File: config.mk
export PLATFORM = sky130hd
export DESIGN_NAME = ram2e_sdram_ctl
export DESIGN_NICKNAME = d
export VERILOG_FILES = /design/src/rtl/ram2e_pkg.sv /design/src/rtl/ram2e_init_seq.sv /design/src/rtl/ram2e_sdram_ctl.sv
export SDC_FILE = /design/constraint.sdc
export NUM_CORES = 1
export LEC_CHECK = 0
export CAP_MARGIN = 5
export CORE_MARGIN = 10
export CORE_UTILIZATION = 55
export DETAILED_ROUTE_END_ITERATION = 16
export GPL_TIMING_DRIVEN = 1
export PLACE_DENSITY = 0.85
export SLEW_MARGIN = 10
export SYNTH_ARGS = -nofsm -noshare
export SYNTH_HDL_FRONTEND = slang
export SYNTH_SLANG_ARGS = --single-unit
File: constraint.sdc
create_clock -name C14M -period 3.8 [get_ports C14M]
set_input_delay 0.76 -clock C14M [delete_from_list [all_inputs] [get_ports C14M]]
set_output_delay 0.76 -clock C14M [all_outputs]
set_load 0.05 [all_outputs]
File: src/rtl/ram2e_pkg.sv
// Shared definitions for the RAM2E SDRAM sequencer: SDRAM command
// encodings as {nCS,nRAS,nCAS,nRWE}, the mode-register builder, the
// slot numbers used by the PHI-cycle sequencer and the init state type.
package ram2e_pkg;

  localparam logic [3:0] CMD_DESL = 4'b1111;
  localparam logic [3:0] CMD_NOP  = 4'b0111;
  localparam logic [3:0] CMD_ACT  = 4'b0011;
  localparam logic [3:0] CMD_RD   = 4'b0101;
  localparam logic [3:0] CMD_WR   = 4'b0100;
  localparam logic [3:0] CMD_REF  = 4'b0001;
  localparam logic [3:0] CMD_PALL = 4'b0010;
  localparam logic [3:0] CMD_MRS  = 4'b0000;

  // Mode word: single-location writes (A9), CAS latency in A6:4,
  // sequential bursts of length 1, everything else zero.
  function automatic logic [12:0] mode_word(input int cl);
    logic [12:0] m;
    m      = '0;
    m[9]   = 1'b1;
    m[6:4] = 3'(cl);
    return m;
  endfunction

  localparam logic [3:0] SLOT_VACT = 4'd2;
  localparam logic [3:0] SLOT_VRD  = 4'd3;
  localparam logic [3:0] SLOT_CROW = 4'd7;
  localparam logic [3:0] SLOT_CACT = 4'd8;
  localparam logic [3:0] SLOT_CRW  = 4'd9;
  localparam logic [3:0] SLOT_BANK = 4'd11;
  localparam logic [3:0] SLOT_REF  = 4'd13;
  localparam logic [3:0] SLOT_VROW = 4'd15;

  typedef enum logic [2:0] {
    ST_WAIT,
    ST_PALL,
    ST_MRS,
    ST_IREF,
    ST_RUN
  } init_state_t;

endpackage

File: src/rtl/ram2e_init_seq.sv
// SDRAM power-up sequence: NOP wait, PRECHARGE ALL, mode register write,
// a burst of auto-refreshes, then Ready. Command and address are registered.
module ram2e_init_seq
  import ram2e_pkg::*;
#(
  parameter int CL       = 2,
  parameter int ROW_W    = 12,
  parameter int INIT_CYC = 4000,
  parameter int INIT_REF = 8
) (
  input  logic             clk,
  input  logic             rst_n,
  output logic [3:0]       cmd,
  output logic [ROW_W-1:0] addr,
  output logic             ready
);

  localparam logic [12:0] MODE      = mode_word(CL);
  localparam logic [15:0] WAIT_LAST = 16'(INIT_CYC - 1);

  init_state_t state;
  logic [15:0] cnt;
  logic [7:0]  ref_cnt;

  // Init FSM; cnt counts wait cycles, then the NOP gap after each command
  always_ff @(posedge clk or negedge rst_n) begin
    if (!rst_n) begin
      state   <= ST_WAIT;
      cnt     <= '0;
      ref_cnt <= '0;
      cmd     <= CMD_DESL;
      addr    <= '0;
      ready   <= 1'b0;
    end else begin
      cmd  <= CMD_NOP;
      addr <= '0;
      case (state)
        ST_WAIT: begin
          if (cnt == WAIT_LAST) begin
            cnt      <= '0;
            state    <= ST_PALL;
            cmd      <= CMD_PALL;
            addr[10] <= 1'b1;
          end else begin
            cnt <= cnt + 16'd1;
          end
        end
        ST_PALL: begin
          if (cnt == 16'd2) begin
            cnt   <= '0;
            state <= ST_MRS;
            cmd   <= CMD_MRS;
            addr  <= MODE[ROW_W-1:0];
          end else begin
            cnt <= cnt + 16'd1;
          end
        end
        ST_MRS: begin
          if (cnt == 16'd2) begin
            cnt     <= '0;
            state   <= ST_IREF;
            cmd     <= CMD_REF;
            ref_cnt <= 8'd1;
          end else begin
            cnt <= cnt + 16'd1;
          end
        end
        ST_IREF: begin
          // Refreshes are 8 cycles apart; the last one also gets its 8 cycles
          if (cnt == 16'd7) begin
            cnt <= '0;
            if (ref_cnt == 8'(INIT_REF)) begin
              state <= ST_RUN;
              ready <= 1'b1;
            end else begin
              cmd     <= CMD_REF;
              ref_cnt <= ref_cnt + 8'd1;
            end
          end else begin
            cnt <= cnt + 16'd1;
          end
        end
        ST_RUN: ;
        default: state <= ST_WAIT;
      endcase
    end
  end

endmodule

File: src/rtl/ram2e_sdram_ctl.sv
// RAM2E SDRAM sequencer top. One video read and one CPU access per PHI
// cycle, refresh every REF_PHI cycles, optional RAMWorks bank register
// enabled by defining RWBANK_EN.
module ram2e_sdram_ctl
  import ram2e_pkg::*;
#(
  parameter int CL       = 2,
  parameter int ROW_W    = 12,
  parameter int INIT_CYC = 4000,
  parameter int INIT_REF = 8,
  parameter int REF_PHI  = 8
) (
  input  logic             C14M,
  input  logic             nRST,
  input  logic             PHI1,
  input  logic             nWE,
  input  logic             nWE80,
  input  logic             nC07X,
  input  logic             EN80,
  input  logic             n8MEGEN,
  input  logic             nRWKSEN,
  input  logic [7:0]       Ain,
  input  logic [7:0]       Din,
  output logic [7:0]       Dout,
  output logic [7:0]       Vout,
  output logic             nDOE,
  output logic             nVOE,
  output logic             Ready,
  output logic             CKE,
  output logic             nCS,
  output logic             nRAS,
  output logic             nCAS,
  output logic             nRWE,
  output logic [1:0]       BA,
  output logic [ROW_W-1:0] RA,
  output logic             DQML,
  output logic             DQMH,
  input  logic [7:0]       RDin,
  output logic [7:0]       RDout,
  output logic             RDOE
);

  localparam int         REF_W    = (REF_PHI > 2) ? $clog2(REF_PHI) : 1;
  localparam logic [3:0] VCAP     = 4'(SLOT_VRD + CL + 1);
  localparam logic [3:0] CCAP     = 4'(SLOT_CRW + CL + 1);
  localparam logic [3:0] VRD_LAST = 4'(SLOT_VRD + CL - 1);
  localparam logic [3:0] CRW_LAST = 4'(SLOT_CRW + CL - 1);

  logic [3:0]       init_cmd;
  logic [ROW_W-1:0] init_addr;
  logic             ready;
  logic [3:0]       s;
  logic             phi1_q;
  logic [REF_W-1:0] phi_cnt;
  logic [7:0]       vrow;
  logic [7:0]       crow;
  logic [7:0]       bank;
  logic [3:0]       cmd_run;
  logic [1:0]       ba_run;
  logic [ROW_W-1:0] ra_run;
  logic             dqml_run;
  logic             dqmh_run;

  ram2e_init_seq #(
    .CL       (CL),
    .ROW_W    (ROW_W),
    .INIT_CYC (INIT_CYC),
    .INIT_REF (INIT_REF)
  ) u_init (
    .clk   (C14M),
    .rst_n (nRST),
    .cmd   (init_cmd),
    .addr  (init_addr),
    .ready (ready)
  );

  // Slot counter restarts on every PHI1 rise once ready, parks at 0 or 15
  always_ff @(posedge C14M or negedge nRST) begin
    if (!nRST) begin
      s       <= 4'd0;
      phi1_q  <= 1'b0;
      phi_cnt <= '0;
    end else begin
      phi1_q <= PHI1;
      if (PHI1 && !phi1_q && ready) begin
        s       <= 4'd1;
        phi_cnt <= phi_cnt + REF_W'(1);
      end else if (s != 4'd0 && s != 4'd15) begin
        s <= s + 4'd1;
      end
    end
  end

  // Row latches: video row during S15, CPU row during S7
  always_ff @(posedge C14M or negedge nRST) begin
    if (!nRST) begin
      vrow <= '0;
      crow <= '0;
    end else begin
      if (s == SLOT_VROW) vrow <= Ain;
      if (s == SLOT_CROW) crow <= Ain;
    end
  end

`ifdef RWBANK_EN
  logic q;

  // RAMWorks bank register: qualifier at S7, write at S11; nRWKSEN high
  // (jumper off) forces bank 0, n8MEGEN high limits the bank to 6 bits
  always_ff @(posedge C14M or negedge nRST) begin
    if (!nRST) begin
      q    <= 1'b0;
      bank <= '0;
    end else begin
      if (s == SLOT_CROW) q <= Ain[0] & ~Ain[3] & ~nWE;
      if (s == SLOT_BANK && !nC07X && q) begin
        if (nRWKSEN)      bank <= 8'h00;
        else if (n8MEGEN) bank <= {2'b00, Din[5:0]};
        else              bank <= Din;
      end
    end
  end
`else
  logic unused_bank_inputs;
  assign bank               = 8'h00;
  assign unused_bank_inputs = ^{nC07X, n8MEGEN, nRWKSEN};
`endif

  // Slot decode for normal operation; DQM windows cover the CAS latency
  always_comb begin
    cmd_run  = CMD_NOP;
    ba_run   = 2'b00;
    ra_run   = '0;
    dqml_run = 1'b1;
    dqmh_run = 1'b1;
    case (s)
      SLOT_VACT: begin
        cmd_run     = CMD_ACT;
        ra_run[7:0] = vrow;
      end
      SLOT_VRD: begin
        cmd_run     = CMD_RD;
        ra_run[10]  = 1'b1;
        ra_run[7:0] = Ain;
      end
      SLOT_CACT: begin
        cmd_run      = CMD_ACT;
        ba_run       = bank[5:4];
        ra_run[11:8] = bank[3:0];
        ra_run[7:0]  = crow;
        if (ROW_W > 12) ra_run[ROW_W-1] = bank[7];
      end
      SLOT_CRW: begin
        cmd_run     = nWE80 ? CMD_RD : CMD_WR;
        ba_run      = bank[5:4];
        ra_run[10]  = 1'b1;
        ra_run[7:0] = Ain;
      end
      SLOT_REF: begin
        if (phi_cnt == '0) cmd_run = CMD_REF;
      end
      default: ;
    endcase
    if (s >= SLOT_VRD && s <= VRD_LAST) begin
      dqml_run = 1'b0;
      dqmh_run = 1'b1;
    end
    if (s >= SLOT_CRW && s <= CRW_LAST) begin
      dqml_run = bank[6];
      dqmh_run = ~bank[6];
    end
  end

  // Read data capture mid-cycle, CL+1 slots after each READ
  always_ff @(negedge C14M or negedge nRST) begin
    if (!nRST) begin
      Vout <= '0;
      Dout <= '0;
    end else begin
      if (ready && s == VCAP) Vout <= RDin;
      if (ready && s == CCAP) Dout <= RDin;
    end
  end

  assign {nCS, nRAS, nCAS, nRWE} = ready ? cmd_run : init_cmd;
  assign RA    = ready ? ra_run : init_addr;
  assign BA    = ready ? ba_run : 2'b00;
  assign DQML  = ready ? dqml_run : 1'b1;
  assign DQMH  = ready ? dqmh_run : 1'b1;
  assign Ready = ready;
  assign CKE   = 1'b1;
  assign nDOE  = ~(EN80 & nWE);
  assign nVOE  = PHI1;
  assign RDout = Din;
  assign RDOE  = EN80 & ~nWE80;

endmodule

==> run metrics, run 1 <==
crit-path max FO 9; final hold vios 0; r2r setup slk 0.22 ns; Unique masters post-synth 61; most common cell in the synthesized netlist dfrtp_1; r2r startpoint s[0]$_DFFE_PN0P_; initial antenna violation count 0; Seq/Total Area, Yosys 46.9%; Nets 479; fin crit share 95.4%; RSZ-0062 raised after global routing no; top cells by area, synth dfrtp_1 (34%), dfrtn_1 (10%), mux2_2 (9.4%); placer congestion estimate 0.833; Chip Width 105 µm; Starting DRT DRC Count 149; row count 30; hold_ws 0.392 ns; vias 3048; reg2reg end Vout[4]$_DFFE_NN0P_; Setup-failing EPs final 0; final WL 9080 µm; area delta synth->final 25.9%; H-tree Lvls 3; Avg Inst Size Synth 10.4 µm²; Slew @ Worst Pin 0.659 ns; WP data required 3.04 ns; Clock Sinks 74; Synth Cell Area 0.00396 mm²; Root Buffer clkbuf_8; drc violations 0; slew margin rel. 56.0%; IO Pins 82; Power Dens Cells 314 mW/mm²; Clock Latency Late Sink 0.34 ns; Worst Path Arrival 2.87 ns; layout cells sized above 1 24.3%; Core Box Area 0.00691 mm²; drt via density 5.69; post-route setup TNS 0 ns; half-perimeter wire length after placement 6500 µm; flip-flop and latch count after synthesis 74; Tightest Hold Check Type in2async; area leader, netlist dfrtp_1; Crit. End Element output pin; Pre-antenna DRT Iters 5; min cycle time layout 3.63 ns; ys async rst share 100%; Bufs on Longest Clock Path 2; Final ANT Viol Nets 0; critical path startpoint category flop; DR WL/cell 16.9 µm; first-pass GRT wire length 14900 µm; CTS buffer count 9; fmax 276 MHz; outcome finished clean; Worst-path clk slew 0.09 ns; Max Slew Vio Count 0; post-CTS sizing 0; ys flop type dfrtp_1; Yosys top cell area share 34.1%; Clock Skews 0.0124 ns; Max VDD drop 0.234 mV; grt total ovfl 0; Mapped Cells 381; largest net degree at the start of global routing 33; CTS tree built; Leak 2.14 nW; initial core utilization 57.3%; WS Path Type reg2out; Post-synth top cells dfrtp_1 (54), nor2_1 (45), mux2_2 (33); Port Buffers 56; Synthesis Warnings 0; die area 0.0110 mm²; Worst Reg-to-Reg Cells 5; number of max-cap violations 0; total track usage 16.3%; n_diodes 0; vias in the first global route 3076; die height 105 µm; Post-synth EDFFs 0
## area by class of cell
class                      count  area [µm²]
clock buffer                  11         153
inverter                      10        37.5
sequential                    74        1860
multi-input combinational    272        1900
fill                         497        1920
clock inverter                 5        35.0
tap                           96         120
timing repair buffer          68         881
## routing by layer
metal	global-route usage (%)	wire [µm]
met5	0	0
met3	4.61	385
met2	27.6	4710
met4	5.59	144
met1	19.3	3850
## critical path, cell delays in order, from the launching register on
cell and delay, ns:
dfrtp_1 0.47, inv_1 0.15, ha_1 0.18, nor2b_1 0.14
buf_4 0.18, a21oi_1 0.05, nor2_1 0.26, nor2_1 0.10
a21oi_1 0.15, clkdlybuf4s50_1 0.84
## how the worst max path moves through the flow
stage	end	slack, ns	start	depth (start not counted)
2_1_floorplan	Dout[0]$_DFFE_NN0P_	0.26	u_init.ready$_DFFE_PN0P_	3
3_3_place_gp	Dout[4]$_DFFE_NN0P_	0.15	s[0]$_DFFE_PN0P_	4
3_5_place_dp	Dout[0]$_DFFE_NN0P_	0.07	s[0]$_DFFE_PN0P_	4
4_1_cts	Dout[4]$_DFFE_NN0P_	0.04	s[0]$_DFFE_PN0P_	4
5_1_grt	nCAS	0.03	s[0]$_DFFE_PN0P_	9
6_report	nCAS	0.17	s[0]$_DFFE_PN0P_	9
## repair_timing
| action | CTS | global route |
|---|---|---|
| endpoints found under the setup margin | 0 | 8 |
| buffers inserted | 0 | 1 |
| hold buffers | 0 | 0 |
## logic make-up after synthesis
| logic type | Yosys count | share of synthesized area [%] |
|---|---|---|
| adders and majority gates | 11 | 3.48 |
| DFF | 74 | 46.9 |
| AOI/OAI and AO/OA | 62 | 10.6 |
| buffers and inverters | 40 | 5.59 |
| other | 2 | 0.190 |
| xor gates and xnor gates | 15 | 3.32 |
| muxes | 38 | 10.7 |
| and+or+nand+nor | 139 | 19.2 |
## flip-flops by register name, indices dropped and copies added, names as in the netlist, 2 cells and up
name / cells
u_init.cnt: 16
Dout: 8
Vout: 8
crow: 8
u_init.ref_cnt: 8
vrow: 8
s: 4
u_init.cmd: 4
phi_cnt: 3
u_init.state: 3
u_init.addr: 2
## layout by cell type, fill, tap and decap left out, types with 3 or more instances in the layout
cell	n
nand2b_1	5
conb_1	7
buf_12	24
buf_4	14
o21bai_1	3
nand3_1	14
a21o_1	4
clkdlybuf4s50_1	29
nor3b_1	3
ha_1	11
xor2_1	5
a21oi_1	18
dfrtp_1	54
dfrtn_1	16
o21ai_0	10
nand2_1	22
xnor2_1	10
o21ai_1	3
and4_1	3
mux2i_1	5
inv_1	10
dfstp_2	4
mux2_2	33
clkbuf_8	9
nor3_1	12
nor2b_1	5
nand4_1	6
nor2_1	45
a32oi_1	8
## through the flow
stage / utilization (%) / cell area [µm²] / total power [mW] / instances / worst slack, ns
2_1_floorplan: - / 3980 / 0.926 / 386 / 0.264
5_1_grt: 72.1 / 4980 / 1.61 / 536 / 0.0256
4_1_cts: 72.0 / 4970 / 1.58 / 535 / 0.0368
6_report: 72.1 / 4980 / 1.56 / 536 / 0.174
3_5_place_dp: 69.3 / 4790 / 0.992 / 519 / 0.0689
3_3_place_gp: 69.3 / 4790 / 0.988 / 519 / 0.149
## power breakdown
| part | switching [mW] | internal (mW) | leakage [nW] |
|---|---|---|---|
| combinational | 0.0850 | 0.0692 | 1.14 |
| clock | 0.309 | 0.279 | 0.0993 |
| sequential | 0.0141 | 0.807 | 0.898 |
(Power assumes the default switching activity.)
==> inputs of run 2 (changes only) <==
Settings changed: CORE_ASPECT_RATIO set to 1.4, GPL_TIMING_DRIVEN 1 to 0.
==> run metrics, run 2 (synthesis results as in run 1) <==
row count 36; drt via density 5.45; Clock Skews 0.0167 ns; Root Buffer clkbuf_8; Starting DRT DRC Count 112; post-layout util 70.0%; placer congestion estimate 0.845; final hold vios 0; RSZ-0062 raised after global routing yes; die area 0.0110 mm²; number of max-cap violations 0; Int Power 1.25 mW; post-placement cell area 0.00475 mm²; Max Slew Vio Count 0; most frequent cells in the layout dfrtp_1 (54), nor2_1 (45), clkdlybuf4s50_1 (35), mux2_2 (33), nand2_1 (22); most common cell after layout, fill and taps aside dfrtp_1; total track usage 16.9%; Worst Path Arrival 3.01 ns; Largest register FFs 16; Max VDD drop 0.198 mV; Worst Reg-to-Reg Cells 4; outcome finished clean; IO Pins 82; WP data required 3.04 ns; Worst-path clk slew 0.08 ns; die height 120 µm; non-filler cells, final 563; register area 0.00186 mm²; H-tree Lvls 3; critical path startpoint category flop; Clock Sinks 74; Crit. End Element output pin; Final WS setup 0.0254 ns; WS Path Type reg2out; initial antenna violation count 0; vias 3070; Biggest register u_init.cnt; hold_ws 0.353 ns; slew margin rel. 61.8%; post-place setup slack -0.0935 ns; half-perimeter wire length after placement 6870 µm; grt total ovfl 0; end of the critical path Vout[0]; r2r setup slk 0.18 ns; Port Buffers 64; Bufs on Longest Clock Path 2; reg2reg end Vout[6]$_DFFE_NN0P_; area of the multi-input gates 0.00190 mm²; area delta synth->final 23.5%; Power Dens Cells 337 mW/mm²; Final ANT Viol Nets 0; Tightest Hold Check Type in2async; Slew @ Worst Pin 0.569 ns; NetSw 0.398 mW; Clk pwr share 40.3%; largest net degree at the start of global routing 40; critical path's top delay family flip-flops; Core Box Area 0.00698 mm²; post-route setup TNS 0 ns; Crit-path slowest cell dfrtn_1; Pwr Total 1.65 mW; Leak 2.15 nW; CP peak stage delay 0.41 ns; crit path from Vout[0]$_DFFE_NN0P_; CTS tree built; Seq pwr share 49.6%; post-route cell area 0.00489 mm²; CTS buffer count 9; final WL 9050 µm; Nets 507; crit-path max FO 2; DR WL/cell 16.1 µm; Setup-failing EPs final 0; drc violations 0; first-pass GRT wire length 15400 µm; initial core utilization 56.7%; Pre-antenna DRT Iters 4; CP Buf/Inv Count 1; WP depth 1; r2r startpoint s[3]$_DFFE_PN0P_; layout cells sized above 1 24.1%; fillers 530; CP Cell Sequence clkdlybuf4s18_2; Comb power frac 10.1%; Clock Latency Late Sink 0.35 ns; Chip Width 91.7 µm; n_diodes 0; vias in the first global route 3186; placed cell count 546; net switching fraction of the power 24.2%
## run 2: cell types whose count changed in the layout (fill, tap and decap cells not counted), sizes merged
cell	change
bufinv	+1
clkbuf	+21
clkdlybuf4s50	+6
clkdlybuf4s18	+1
clkdlybuf4s15	+2
dlymetal6s2s	+3
clkinv	-1
inv	-2
buf	-3
## run 2: routing by layer
| layer | vias up | share of wire [%] | track usage (%) |
|---|---|---|---|
| li1 | 1490 | - | - |
| met1 | 1484 | 40 | 18.4 |
| met2 | 76 | 53 | 30.7 |
| met3 | 20 | 4.7 | 4.46 |
| met4 | 0 | 1.7 | 5.80 |
| met5 | - | 0 | 0 |
## run 2: worst register-to-register path, delay by kind of cell (launching register included)
| family | cells | cell delay (ns) |
|---|---|---|
| buffers and inverters | 1 | 0.40 |
| and+or+nand+nor | 2 | 0.38 |
| muxes | 1 | 0.38 |
| DFF | 1 | 0.40 |
## run 2: final cells by class
class / count / area share (%)
plain buffers: 30 / 3.76
clock buffers: 13 / 3.68
flip-flops and latches: 74 / 38.0
inverters: 10 / 0.768
well taps: 95 / 2.43
repair buffers: 66 / 11.5
clock inverters: 3 / 0.896
multi-input cells: 272 / 38.9
## run 2: timing repair
action | 4_1_cts | 5_1_grt
hold buffers | 0 | 0
cloned | 0 | 0
resized for setup | 69 | 38
buffers inserted | 1 | 0
endpoints found under the setup margin | 33 | 31
hold endpoints to repair | 0 | 0
## run 2: power by group through the flow
stage	Clock, mW	Combinational (mW)	Sequential (mW)
after global routing	0.712	0.176	0.818
after CTS	0.683	0.172	0.816
final	0.664	0.166	0.816
after detailed placement	0	0.176	0.831
after global placement	0	0.170	0.830
after floorplan	0	0.0657	0.861
## run 2: how the worst min path moves through the flow
stage                                 from                         to  slack, ns
floorplan           phi_cnt[2]$_DFFE_PN0P_     phi_cnt[2]$_DFFE_PN0P_       0.45
global placement       Vout[4]$_DFFE_NN0P_        Vout[4]$_DFFE_NN0P_       0.45
detailed placement     Vout[5]$_DFFE_NN0P_        Vout[5]$_DFFE_NN0P_       0.46
CTS                                   nRST  u_init.cnt[3]$_DFFE_PN0P_       0.35
global route                          nRST  u_init.cnt[3]$_DFFE_PN0P_       0.38
finish                                nRST        crow[6]$_DFFE_PN0N_       0.35
